File: config.mk
export PLATFORM = sky130hd
export DESIGN_NAME = tft_sprite_motion_ctrl_flat
export DESIGN_NICKNAME = d
export VERILOG_FILES = /design/src/rtl/tft_pkg.sv /design/src/rtl/tft_sprite_motion_ctrl_if.sv /design/src/rtl/tft_axis_bounce.sv /design/src/rtl/tft_sprite_motion_ctrl.sv /design/src/flat_wrapper.sv
export SDC_FILE = /design/constraint.sdc
export NUM_CORES = 1
export LEC_CHECK = 0
export CAP_MARGIN = 20
export CORE_ASPECT_RATIO = 2
export CORE_UTILIZATION = 50
export CTS_BUF_LIST = sky130_fd_sc_hd__clkbuf_4
export CTS_CLUSTER_SIZE = 20
export DETAILED_ROUTE_END_ITERATION = 8
export DONT_BUFFER_PORTS = 1
export PLACE_DENSITY = 0.69
export SLEW_MARGIN = 0
export SYNTH_ARGS = -nofsm -noshare
export SYNTH_HDL_FRONTEND = slang
export SYNTH_HIERARCHICAL = 1
export SYNTH_SLANG_ARGS = --single-unit
export TNS_END_PERCENT = 1
File: constraint.sdc
create_clock -name tft_clk -period 4 [get_ports tft_clk]
set_input_delay 0.6 -clock tft_clk [delete_from_list [all_inputs] [get_ports tft_clk]]
set_output_delay 0.6 -clock tft_clk [all_outputs]
set_load 0.005 [all_outputs]
File: src/rtl/tft_pkg.sv
// -----------------------------------------------------------------------------
// tft_pkg
// Shared constants and types for the 480x272 TFT picture path.
//   H_VALID / V_VALID   : active pixels per line / active lines per frame
//   IMAGE_W / IMAGE_H   : sprite size
//   X_MAX / Y_MAX       : largest legal sprite origin on each axis
//   motion_state_e      : sprite motion FSM states
//   RGB565 colours      : palette used by the picture datapath
// -----------------------------------------------------------------------------
package tft_pkg;

    localparam int H_VALID = 480;
    localparam int V_VALID = 272;
    localparam int IMAGE_W = 100;
    localparam int IMAGE_H = 100;

    localparam int X_MAX = H_VALID - IMAGE_W;  // 380
    localparam int Y_MAX = V_VALID - IMAGE_H;  // 172

    typedef enum logic [1:0] {
        IDLE  = 2'd0,
        RUN   = 2'd1,
        PAUSE = 2'd2
    } motion_state_e;

    localparam logic [15:0] RGB_BLACK  = 16'h0000;
    localparam logic [15:0] RGB_WHITE  = 16'hFFFF;
    localparam logic [15:0] RGB_RED    = 16'hF800;
    localparam logic [15:0] RGB_GREEN  = 16'h07E0;
    localparam logic [15:0] RGB_BLUE   = 16'h001F;
    localparam logic [15:0] RGB_YELLOW = 16'hFFE0;

endpackage

File: src/rtl/tft_sprite_motion_ctrl_if.sv
// -----------------------------------------------------------------------------
// tft_sprite_motion_ctrl_if
// Signal bundle between the timing/control side (master) and the sprite
// motion controller (slave).
//   master drives : pix_x, pix_y, run_en, stop, step_x, step_y
//   slave drives  : x_move, y_move, x_dir, y_dir, frame_tick, bounce_x,
//                   bounce_y, busy, state (FSM debug view)
//   optional      : corner_hit, corner_cnt when TFT_MOTION_CORNER_CNT_EN
// There is no valid/ready handshake: pix_x/pix_y are a free-running raster
// position, control inputs are levels (run_en) or single-cycle pulses (stop),
// and every output is a registered level or one-cycle pulse.
// -----------------------------------------------------------------------------
interface tft_sprite_motion_ctrl_if;
    import tft_pkg::*;

    logic [9:0]    pix_x;
    logic [9:0]    pix_y;
    logic          run_en;
    logic          stop;
    logic [3:0]    step_x;
    logic [3:0]    step_y;
    logic [9:0]    x_move;
    logic [9:0]    y_move;
    logic          x_dir;
    logic          y_dir;
    logic          frame_tick;
    logic          bounce_x;
    logic          bounce_y;
    logic          busy;
    motion_state_e state;
`ifdef TFT_MOTION_CORNER_CNT_EN
    logic          corner_hit;
    logic [7:0]    corner_cnt;
`endif

    modport master (
`ifdef TFT_MOTION_CORNER_CNT_EN
        input  corner_hit, corner_cnt,
`endif
        output pix_x, pix_y, run_en, stop, step_x, step_y,
        input  x_move, y_move, x_dir, y_dir, frame_tick, bounce_x, bounce_y,
               busy, state
    );

    modport slave (
`ifdef TFT_MOTION_CORNER_CNT_EN
        output corner_hit, corner_cnt,
`endif
        input  pix_x, pix_y, run_en, stop, step_x, step_y,
        output x_move, y_move, x_dir, y_dir, frame_tick, bounce_x, bounce_y,
               busy, state
    );

endinterface

File: src/rtl/tft_axis_bounce.sv
// -----------------------------------------------------------------------------
// tft_axis_bounce
// One-axis sprite origin update with edge bounce.
//   clk, rst : clock, synchronous active-high reset
//   tick     : apply one step this cycle
//   clear    : return to 0 / forward direction (wins over tick)
//   step     : pixels per step
//   pos      : origin, always within 0..LIMIT
//   dir      : 0 = increasing, 1 = decreasing
//   bounce   : one-cycle pulse, registered with the position that hit an edge
// -----------------------------------------------------------------------------
module tft_axis_bounce #(
    parameter int LIMIT = 380
) (
    input  logic       clk,
    input  logic       rst,
    input  logic       tick,
    input  logic       clear,
    input  logic [3:0] step,
    output logic [9:0] pos,
    output logic       dir,
    output logic       bounce
);

    localparam logic [10:0] LIMIT_W = 11'(LIMIT);

    logic [9:0]  pos_q, pos_d;
    logic        dir_q, dir_d;
    logic        bounce_q, bounce_d;
    logic [10:0] sum;

    always_comb begin
        pos_d    = pos_q;
        dir_d    = dir_q;
        bounce_d = 1'b0;
        // 11 bits so that pos + step can never wrap before the compare
        sum      = {1'b0, pos_q} + {7'd0, step};
        if (clear) begin
            pos_d = '0;
            dir_d = 1'b0;
        end else if (tick && (step != 4'd0)) begin
            // step == 0 holds everything, even when parked on an edge
            if (!dir_q) begin
                if (sum >= LIMIT_W) begin
                    pos_d    = 10'(LIMIT);
                    dir_d    = 1'b1;
                    bounce_d = 1'b1;
                end else begin
                    pos_d = sum[9:0];
                end
            end else begin
                if (pos_q <= {6'd0, step}) begin
                    pos_d    = '0;
                    dir_d    = 1'b0;
                    bounce_d = 1'b1;
                end else begin
                    pos_d = pos_q - {6'd0, step};
                end
            end
        end
    end

    always_ff @(posedge clk) begin
        if (rst) begin
            pos_q    <= '0;
            dir_q    <= 1'b0;
            bounce_q <= 1'b0;
        end else begin
            pos_q    <= pos_d;
            dir_q    <= dir_d;
            bounce_q <= bounce_d;
        end
    end

    assign pos    = pos_q;
    assign dir    = dir_q;
    assign bounce = bounce_q;

endmodule

File: src/rtl/tft_sprite_motion_ctrl.sv
// -----------------------------------------------------------------------------
// tft_sprite_motion_ctrl
// Moves a 100x100 sprite around the 480x272 TFT once per frame with
// edge bounce. Positions only change on the edge after frame_tick, which
// follows the last active pixel, so the window never moves mid-frame.
//   tft_clk : pixel clock
//   sys_rst : synchronous active-high reset
//   bus     : tft_sprite_motion_ctrl_if.slave (raster position, run/stop
//             control, steps in; origin, directions, pulses, busy, state out)
// Optional macro TFT_MOTION_CORNER_CNT_EN adds corner_hit / corner_cnt.
// -----------------------------------------------------------------------------
module tft_sprite_motion_ctrl
    import tft_pkg::*;
(
    input  logic                     tft_clk,
    input  logic                     sys_rst,
    tft_sprite_motion_ctrl_if.slave  bus
);

    logic          eof;
    logic          eof_q;
    logic          tick_q;
    logic          move;
    motion_state_e state_q, state_d;

    assign eof = (bus.pix_x == 10'(H_VALID - 1)) && (bus.pix_y == 10'(V_VALID - 1));

    // Rising-edge detect: a stalled raster parked on the last pixel yields
    // only one tick.
    always_ff @(posedge tft_clk) begin
        if (sys_rst) begin
            eof_q  <= 1'b0;
            tick_q <= 1'b0;
        end else begin
            eof_q  <= eof;
            tick_q <= eof && !eof_q;
        end
    end

    always_ff @(posedge tft_clk) begin
        if (sys_rst) state_q <= IDLE;
        else         state_q <= state_d;
    end

    always_comb begin
        state_d = state_q;
        if (bus.stop) begin
            state_d = IDLE;
        end else if (tick_q) begin
            if (bus.run_en)            state_d = RUN;
            else if (state_q == RUN)   state_d = PAUSE;
        end
    end

    // Whichever state we are in, run_en at the tick means RUN with a step
    // applied on that same tick.
    assign move = tick_q && bus.run_en && !bus.stop;

    tft_axis_bounce #(.LIMIT(X_MAX)) u_axis_x (
        .clk    (tft_clk),
        .rst    (sys_rst),
        .tick   (move),
        .clear  (bus.stop),
        .step   (bus.step_x),
        .pos    (bus.x_move),
        .dir    (bus.x_dir),
        .bounce (bus.bounce_x)
    );

    tft_axis_bounce #(.LIMIT(Y_MAX)) u_axis_y (
        .clk    (tft_clk),
        .rst    (sys_rst),
        .tick   (move),
        .clear  (bus.stop),
        .step   (bus.step_y),
        .pos    (bus.y_move),
        .dir    (bus.y_dir),
        .bounce (bus.bounce_y)
    );

    assign bus.frame_tick = tick_q;
    assign bus.busy       = (state_q == RUN);
    assign bus.state      = state_q;

`ifdef TFT_MOTION_CORNER_CNT_EN
    logic [7:0] corner_cnt_q;

    assign bus.corner_hit = bus.bounce_x && bus.bounce_y;

    always_ff @(posedge tft_clk) begin
        if (sys_rst || bus.stop) begin
            corner_cnt_q <= '0;
        end else if (bus.corner_hit && (corner_cnt_q != 8'hFF)) begin
            corner_cnt_q <= corner_cnt_q + 8'd1;
        end
    end

    assign bus.corner_cnt = corner_cnt_q;
`endif

endmodule
File: src/flat_wrapper.sv
// flat-port wrapper written by rule: the top's interface ports become plain ports
module tft_sprite_motion_ctrl_flat import tft_pkg::*;
  (tft_clk, sys_rst, bus_pix_x, bus_pix_y, bus_run_en, bus_stop, bus_step_x, bus_step_y, bus_x_move, bus_y_move, bus_x_dir, bus_y_dir, bus_frame_tick, bus_bounce_x, bus_bounce_y, bus_busy, bus_state);
  tft_sprite_motion_ctrl_if bus_i ();
  input  logic tft_clk;
  input  logic sys_rst;
  input wire logic [$bits(bus_i.pix_x)-1:0] bus_pix_x;
  input wire logic [$bits(bus_i.pix_y)-1:0] bus_pix_y;
  input wire logic [$bits(bus_i.run_en)-1:0] bus_run_en;
  input wire logic [$bits(bus_i.stop)-1:0] bus_stop;
  input wire logic [$bits(bus_i.step_x)-1:0] bus_step_x;
  input wire logic [$bits(bus_i.step_y)-1:0] bus_step_y;
  output wire logic [$bits(bus_i.x_move)-1:0] bus_x_move;
  output wire logic [$bits(bus_i.y_move)-1:0] bus_y_move;
  output wire logic [$bits(bus_i.x_dir)-1:0] bus_x_dir;
  output wire logic [$bits(bus_i.y_dir)-1:0] bus_y_dir;
  output wire logic [$bits(bus_i.frame_tick)-1:0] bus_frame_tick;
  output wire logic [$bits(bus_i.bounce_x)-1:0] bus_bounce_x;
  output wire logic [$bits(bus_i.bounce_y)-1:0] bus_bounce_y;
  output wire logic [$bits(bus_i.busy)-1:0] bus_busy;
  output wire logic [$bits(bus_i.state)-1:0] bus_state;
  assign bus_i.pix_x = bus_pix_x;
  assign bus_i.pix_y = bus_pix_y;
  assign bus_i.run_en = bus_run_en;
  assign bus_i.stop = bus_stop;
  assign bus_i.step_x = bus_step_x;
  assign bus_i.step_y = bus_step_y;
  assign bus_x_move = bus_i.x_move;
  assign bus_y_move = bus_i.y_move;
  assign bus_x_dir = bus_i.x_dir;
  assign bus_y_dir = bus_i.y_dir;
  assign bus_frame_tick = bus_i.frame_tick;
  assign bus_bounce_x = bus_i.bounce_x;
  assign bus_bounce_y = bus_i.bounce_y;
  assign bus_busy = bus_i.busy;
  assign bus_state = bus_i.state;
  tft_sprite_motion_ctrl u_core (.tft_clk(tft_clk), .sys_rst(sys_rst), .bus(bus_i));
endmodule
; ---- Word level (Yosys, flattened, before mapping)
; Cells that the tools add are included.
[totals]
reg_bits = 28
in_bits = 32
out_inout_bits = 28
elab_cells = 55
[op_classes]
add_sub_neg = 4
magnitude_cmp = 4
n_eq_ne = 3
n_mux = 18
bitwise = 2
n_reduce_logical = 15
[op_table]
columns = operator, n
row1 = 10-bit 2-to-1 mux, 6
row2 = 10-bit by 4-bit adder with 11-bit output, 2
row3 = "10-bit by 9-bit equality test with 1-bit output, second input constant", 2
row4 = 10-bit by 4-bit less-or-equal comparator with 1-bit output, 2
row5 = 10-bit by 4-bit subtractor with 10-bit output, 2
row6 = "11-bit by 8-bit >= comparator with 1-bit output, second input constant", 1
row7 = "11-bit by 9-bit >= comparator with 1-bit output, second input constant", 1
row8 = 1-bit 2-to-1 mux, 10
row9 = 4-bit nonzero test, 2
row10 = 1-bit logical AND, 6
row11 = 3-bit OR reduction, 2
row12 = 2-bit 2-to-1 mux, 2
row13 = "2-bit by 1-bit equality test with 1-bit output, second input constant", 1
row14 = 1-bit logical NOT, 2
row15 = 1-bit inverter, 2
row16 = 2-bit AND reduction, 1
row17 = 2-bit nonzero test, 1
row18 = 2-bit OR reduction, 1

; ---- Longest topological paths before layout
[depth]
ltp_word = 5
ltp_mapped = 12
ltp_nobuf = 11

; ---- Cells and area by module
; Netlist, hierarchy kept.
[modules_own_cells]
columns = mod, n_inst, cells_each, area_per_inst_um2, seq_area_each_um2
row1 = tft_axis_bounce at u_core.u_axis_y, 1, 165, 1310.0, 240.2
row2 = tft_axis_bounce at u_core.u_axis_x, 1, 157, 1249.9, 240.2
row3 = tft_sprite_motion_ctrl, 1, 22, 211.5, 80.1

; ---- Worst setup path before layout
; No wires, ideal clock.
[synth_timing]
path_type = input port to flip-flop
from = input bus_step_y[0]
to = register u_core.u_axis_y.pos_q[4] (netlist: u_core/u_axis_y/pos[4])
setup_ns = 0.092
arrival_time_ns = 2.638
t_required_ns = 3.908
slack_ns = 1.269
stages = 8
path_buffers = 0
path_cell_list = ha_1 > fa_1 > and2b_1 > o211a_1 > a311oi_2 > o211ai_1 > o22a_1 > o32ai_1
[synth_via]
elab_chain_len = 4
elab_cells_between_ends = 9
cone_classes = 2 x add/sub / 2 x order compare / 3 x mux / 2 x reduce/logical
[synth_lines]
columns = element, line
row1 = "start, declared", flat_wrapper.sv:12  ; input wire logic [$bits(bus_i.step_y)-1:0] bus_step_y;
row2 = 10-bit by 4-bit adder with 11-bit output, tft_axis_bounce.sv:37  ; sum = {1'b0, pos_q} + {7'd0, step};
row3 = 11-bit by 8-bit >= comparator with 1-bit output, tft_axis_bounce.sv:44  ; if (sum >= LIMIT_W) begin
row4 = 10-bit 2-to-1 mux, tft_axis_bounce.sv:44
row5 = 10-bit 2-to-1 mux, tft_axis_bounce.sv:43  ; if (!dir_q) begin
row6 = "end signal, assigned", tft_axis_bounce.sv:69  ; pos_q <= pos_d;
row7 = "end, declared", tft_axis_bounce.sv:27  ; logic [9:0] pos_q, pos_d;
; Parallel ways exist; a longest one is shown, timed or not.
; A chain may end at the register's enable or synchronous reset.

; ---- Worst setup path after layout
[layout_timing]
from = register u_core.u_axis_x.pos_q[0] (netlist: u_core/u_axis_x/pos[0])
to = register u_core.u_axis_x.pos_q[2] (netlist: u_core/u_axis_x/pos[2])
[layout_via]
elab_chain_len = 4
elab_cells_between_ends = 7
cone_classes = 2 x add/sub / 2 x order compare / 3 x mux
[layout_lines]
columns = element, line
row1 = "start, declared", tft_axis_bounce.sv:27
row2 = "start signal, assigned", tft_axis_bounce.sv:69
row3 = 10-bit by 4-bit adder with 11-bit output, tft_axis_bounce.sv:37
row4 = 11-bit by 9-bit >= comparator with 1-bit output, tft_axis_bounce.sv:44
row5 = 10-bit 2-to-1 mux, tft_axis_bounce.sv:44
row6 = 10-bit 2-to-1 mux (*), tft_axis_bounce.sv:43
; Mark *: on every way between the ends. The rest lies on a longest branch, timed or not.

==> run summary <==
Vias: 2674
largest net degree at the start of global routing: 18
CP max stage delay: 0.68 ns
wire length per cell: 20.4 microns
Synth Area per Inst: 8.06 sq um
Arrival @ worst endpoint: 3.20 ns
number of global-route vias before repair: 2506
initial DRC count: 84
CP max-delay cell: o21ai_1
Clock Sinks: 28
f_max: 336 MHz
Final Cell Area: 2790 sq um
dpl ws: 0.946 ns
setup bufs post-CTS: 0
CTS tree: built
first-pass GRT wire length: 12.0 mm
fin crit share: 74.3%
DIE HEIGHT: 107 microns
Die W: 54.6 microns
#FFs+latches synth: 28
endpoints failing setup: 0
Clock Skew: 0.00710 ns
Worst-Margin Slew: 0.831 ns
Post-Syn Area: 2770 sq um
Post-Route WL: 7.95 mm
Area after DPL: 2760 sq um
Routed Antenna Nets: 0
# hold bufs at CTS: 0
Post-synth EDFFs: 0
cts repair resizes: 0
Max VDD drop: 0.157 mV
critical-path cell list: inv_1 -> ha_1 -> inv_1 -> fa_1 -> a21o_1 -> a21oi_1 -> a41oi_1 -> o21ai_1 -> nor2_1 -> a211oi_1 -> a21oi_1
I/O pins: 60
GP Congestion: 0.890
CP delay by family, top: compound AO/OA/AOI/OAI gates
P per Cell Area: 161 nW/um^2
total track usage: 28.1%
ys async rst share: 0%
Syn Nets: 396
Die ar.: 5860 sq um
synthesized instance count: 344
worst path bufs/invs: 2
initial antenna violation count: 0
number of synthesis warnings: 6
P_leak: 0.991 nW
WP data required: 4.23 ns
setup_tns: 0 ns
FILL cells: 544
root buf cell: clkbuf_4
Final Critical Period: 2.97 ns
CP max FO: 12
Slew Limit Fails: 0
ys flop type: dfxtp_1
status: finished, final reports clean
setup ws final: 1.03 ns
share of the synthesized area in the top cell type: 20.2%
Ant. Diodes: 0
Site Rows: 38
dpl hpwl: 6.23 mm
largest cells by area after synthesis: dfxtp_1, ha_1, o21ai_0
max_slew headroom: 44.2%
worst hold path class: input pin to flop
drt drc: 0
Seq/Total Area, Yosys: 20.2%
fin nets: 384
Reg clk slew, reported paths: 0.15 ns
# port buffers: 0
CTS max path bufs: 2
share of cells above drive strength 1: 11.2%
GRT overflow: 0
Unique masters post-synth: 84
Pre-Repair DR Iteration Count: 5
clk_lat worst skew: 0.33 ns
startpoint types: flop
Syn-to-layout area delta: 0.768%
hold violation total from the final report: 0
largest area contributor in the netlist: dfxtp_1
CTS H-tree lvls: 1
max_cap viols: 0
initial core utilization: 51.6%
final core utilization: 52.0%
unrepaired setup endpoints after global routing: false
WS Path Type: flop to flop
core area: 5370 sq um
total CTS buffers: 3
Via density: 6.86
nature of the critical path endpoint: flop
==> cells by family (layout without fill, tap and decap cells) <==
kind of cell / after synthesis / after routing / synth area share (%)
buffers and inverters: 38 / 24 / 6.55
AO/OA/AOI/OAI: 137 / 137 / 35.4
AND/OR/NAND/NOR: 105 / 105 / 22.6
XOR/XNOR: 16 / 16 / 5.06
adder cells (fa/ha/maj): 20 / 20 / 10.1
flip-flops: 28 / 28 / 20.2
==> metrics by stage <==
| step | hold slack [ns] | total power [mW] | std cells |
|---|---|---|---|
| floorplan | 0.386 | 0.327 | 344 |
| global placement | 0.390 | 0.335 | 386 |
| detailed placement | 0.392 | 0.335 | 386 |
| CTS | 0.304 | 0.457 | 389 |
| global route | 0.301 | 0.468 | 390 |
| finish | 0.319 | 0.450 | 390 |
==> synthesized netlist by cell type, types with 4 or more instances <==
cell type / number
o22ai_1: 6
nor2_1: 27
xnor2_1: 11
a21o_1: 5
nor2b_1: 8
o21ai_0: 30
clkbuf_1: 6
o31a_1: 4
fa_1: 4
a21oi_1: 24
buf_2: 6
nor3_1: 10
dfxtp_1: 28
o21a_1: 4
nand2_1: 12
nor4_1: 5
inv_1: 18
a211oi_1: 6
a31oi_1: 6
ha_1: 16
o21ai_1: 4
nor3b_1: 4
xor2_1: 5
==> worst paths after layout <==
| check | from | cells past startpoint | slack, ns | to |
|---|---|---|---|---|
| max | u_core/u_axis_x/pos[0] | 11 | 1.03 | u_core/u_axis_x/pos[2] |
| min | bus_stop | 1 | 0.32 | u_core/bus.state[0] |
| max reg2reg | u_core/u_axis_x/pos[0] | 11 | 1.03 | u_core/u_axis_x/pos[2] |
| min reg2reg | u_core/eof_q | 1 | 0.41 | u_core/bus.frame_tick |
==> registers in the layout (all words and copies together) (netlist names) <==
name,count
u_core/u_axis_x/pos,10
u_core/bus.state,2
u_core/eof_q,1
u_core/u_axis_x/bounce,1
u_core/bus.frame_tick,1
u_core/u_axis_x/dir,1
u_core/u_axis_y/pos,10
u_core/u_axis_y/dir,1
u_core/u_axis_y/bounce,1
==> final cells by class <==
type,instances,area [sq um],share of cell area (%)
multi-input cells,278,2040,73.2
flip-flops and latches,28,561,20.1
well taps,60,75.1,2.69
inverters,18,67.6,2.42
clock buffers,3,22.5,0.806
repair buffers,3,22.5,0.806
==> layer usage <==
metal  up-vias  GRT usage (%)  wire [microns]
li1       1273              -               -
met3        32           3.25             315
met5         -              0               0
met1      1278           25.7            2740
met2        91           54.3            4540
met4         0           14.3             354
==> cells in the final DEF, fill, tap and decap left out, drive strengths merged, types with 3 or more instances in the layout <==
cell	Yosys	final
a21o	5	5
a311oi	3	3
nor3	13	13
or3	3	3
o41ai	4	4
xnor2	11	11
o211ai	3	3
nand2b	4	4
o2111ai	3	3
o41a	3	3
nand3	4	4
o21a	4	4
a31oi	8	8
o31a	4	4
o22ai	6	6
or2	5	5
or4	3	3
a21oi	25	25
fa	4	4
a221oi	3	3
inv	18	18
dfxtp	28	28
clkbuf	7	4
xor2	5	5
nor2b	9	9
nor4	5	5
nor2	28	28
a211oi	7	7
o21ai	34	34
ha	16	16
nor3b	4	4
nand2	13	13
==> report_power, final <==
| part | internal, mW | total [mW] | switching, mW |
|---|---|---|---|
| clock | 0.0353 | 0.119 | 0.0839 |
| combinational | 0.0210 | 0.0518 | 0.0308 |
| sequential | 0.279 | 0.279 | 0.0000000511 |
Note: power is estimated with default switching activity, not from simulation.
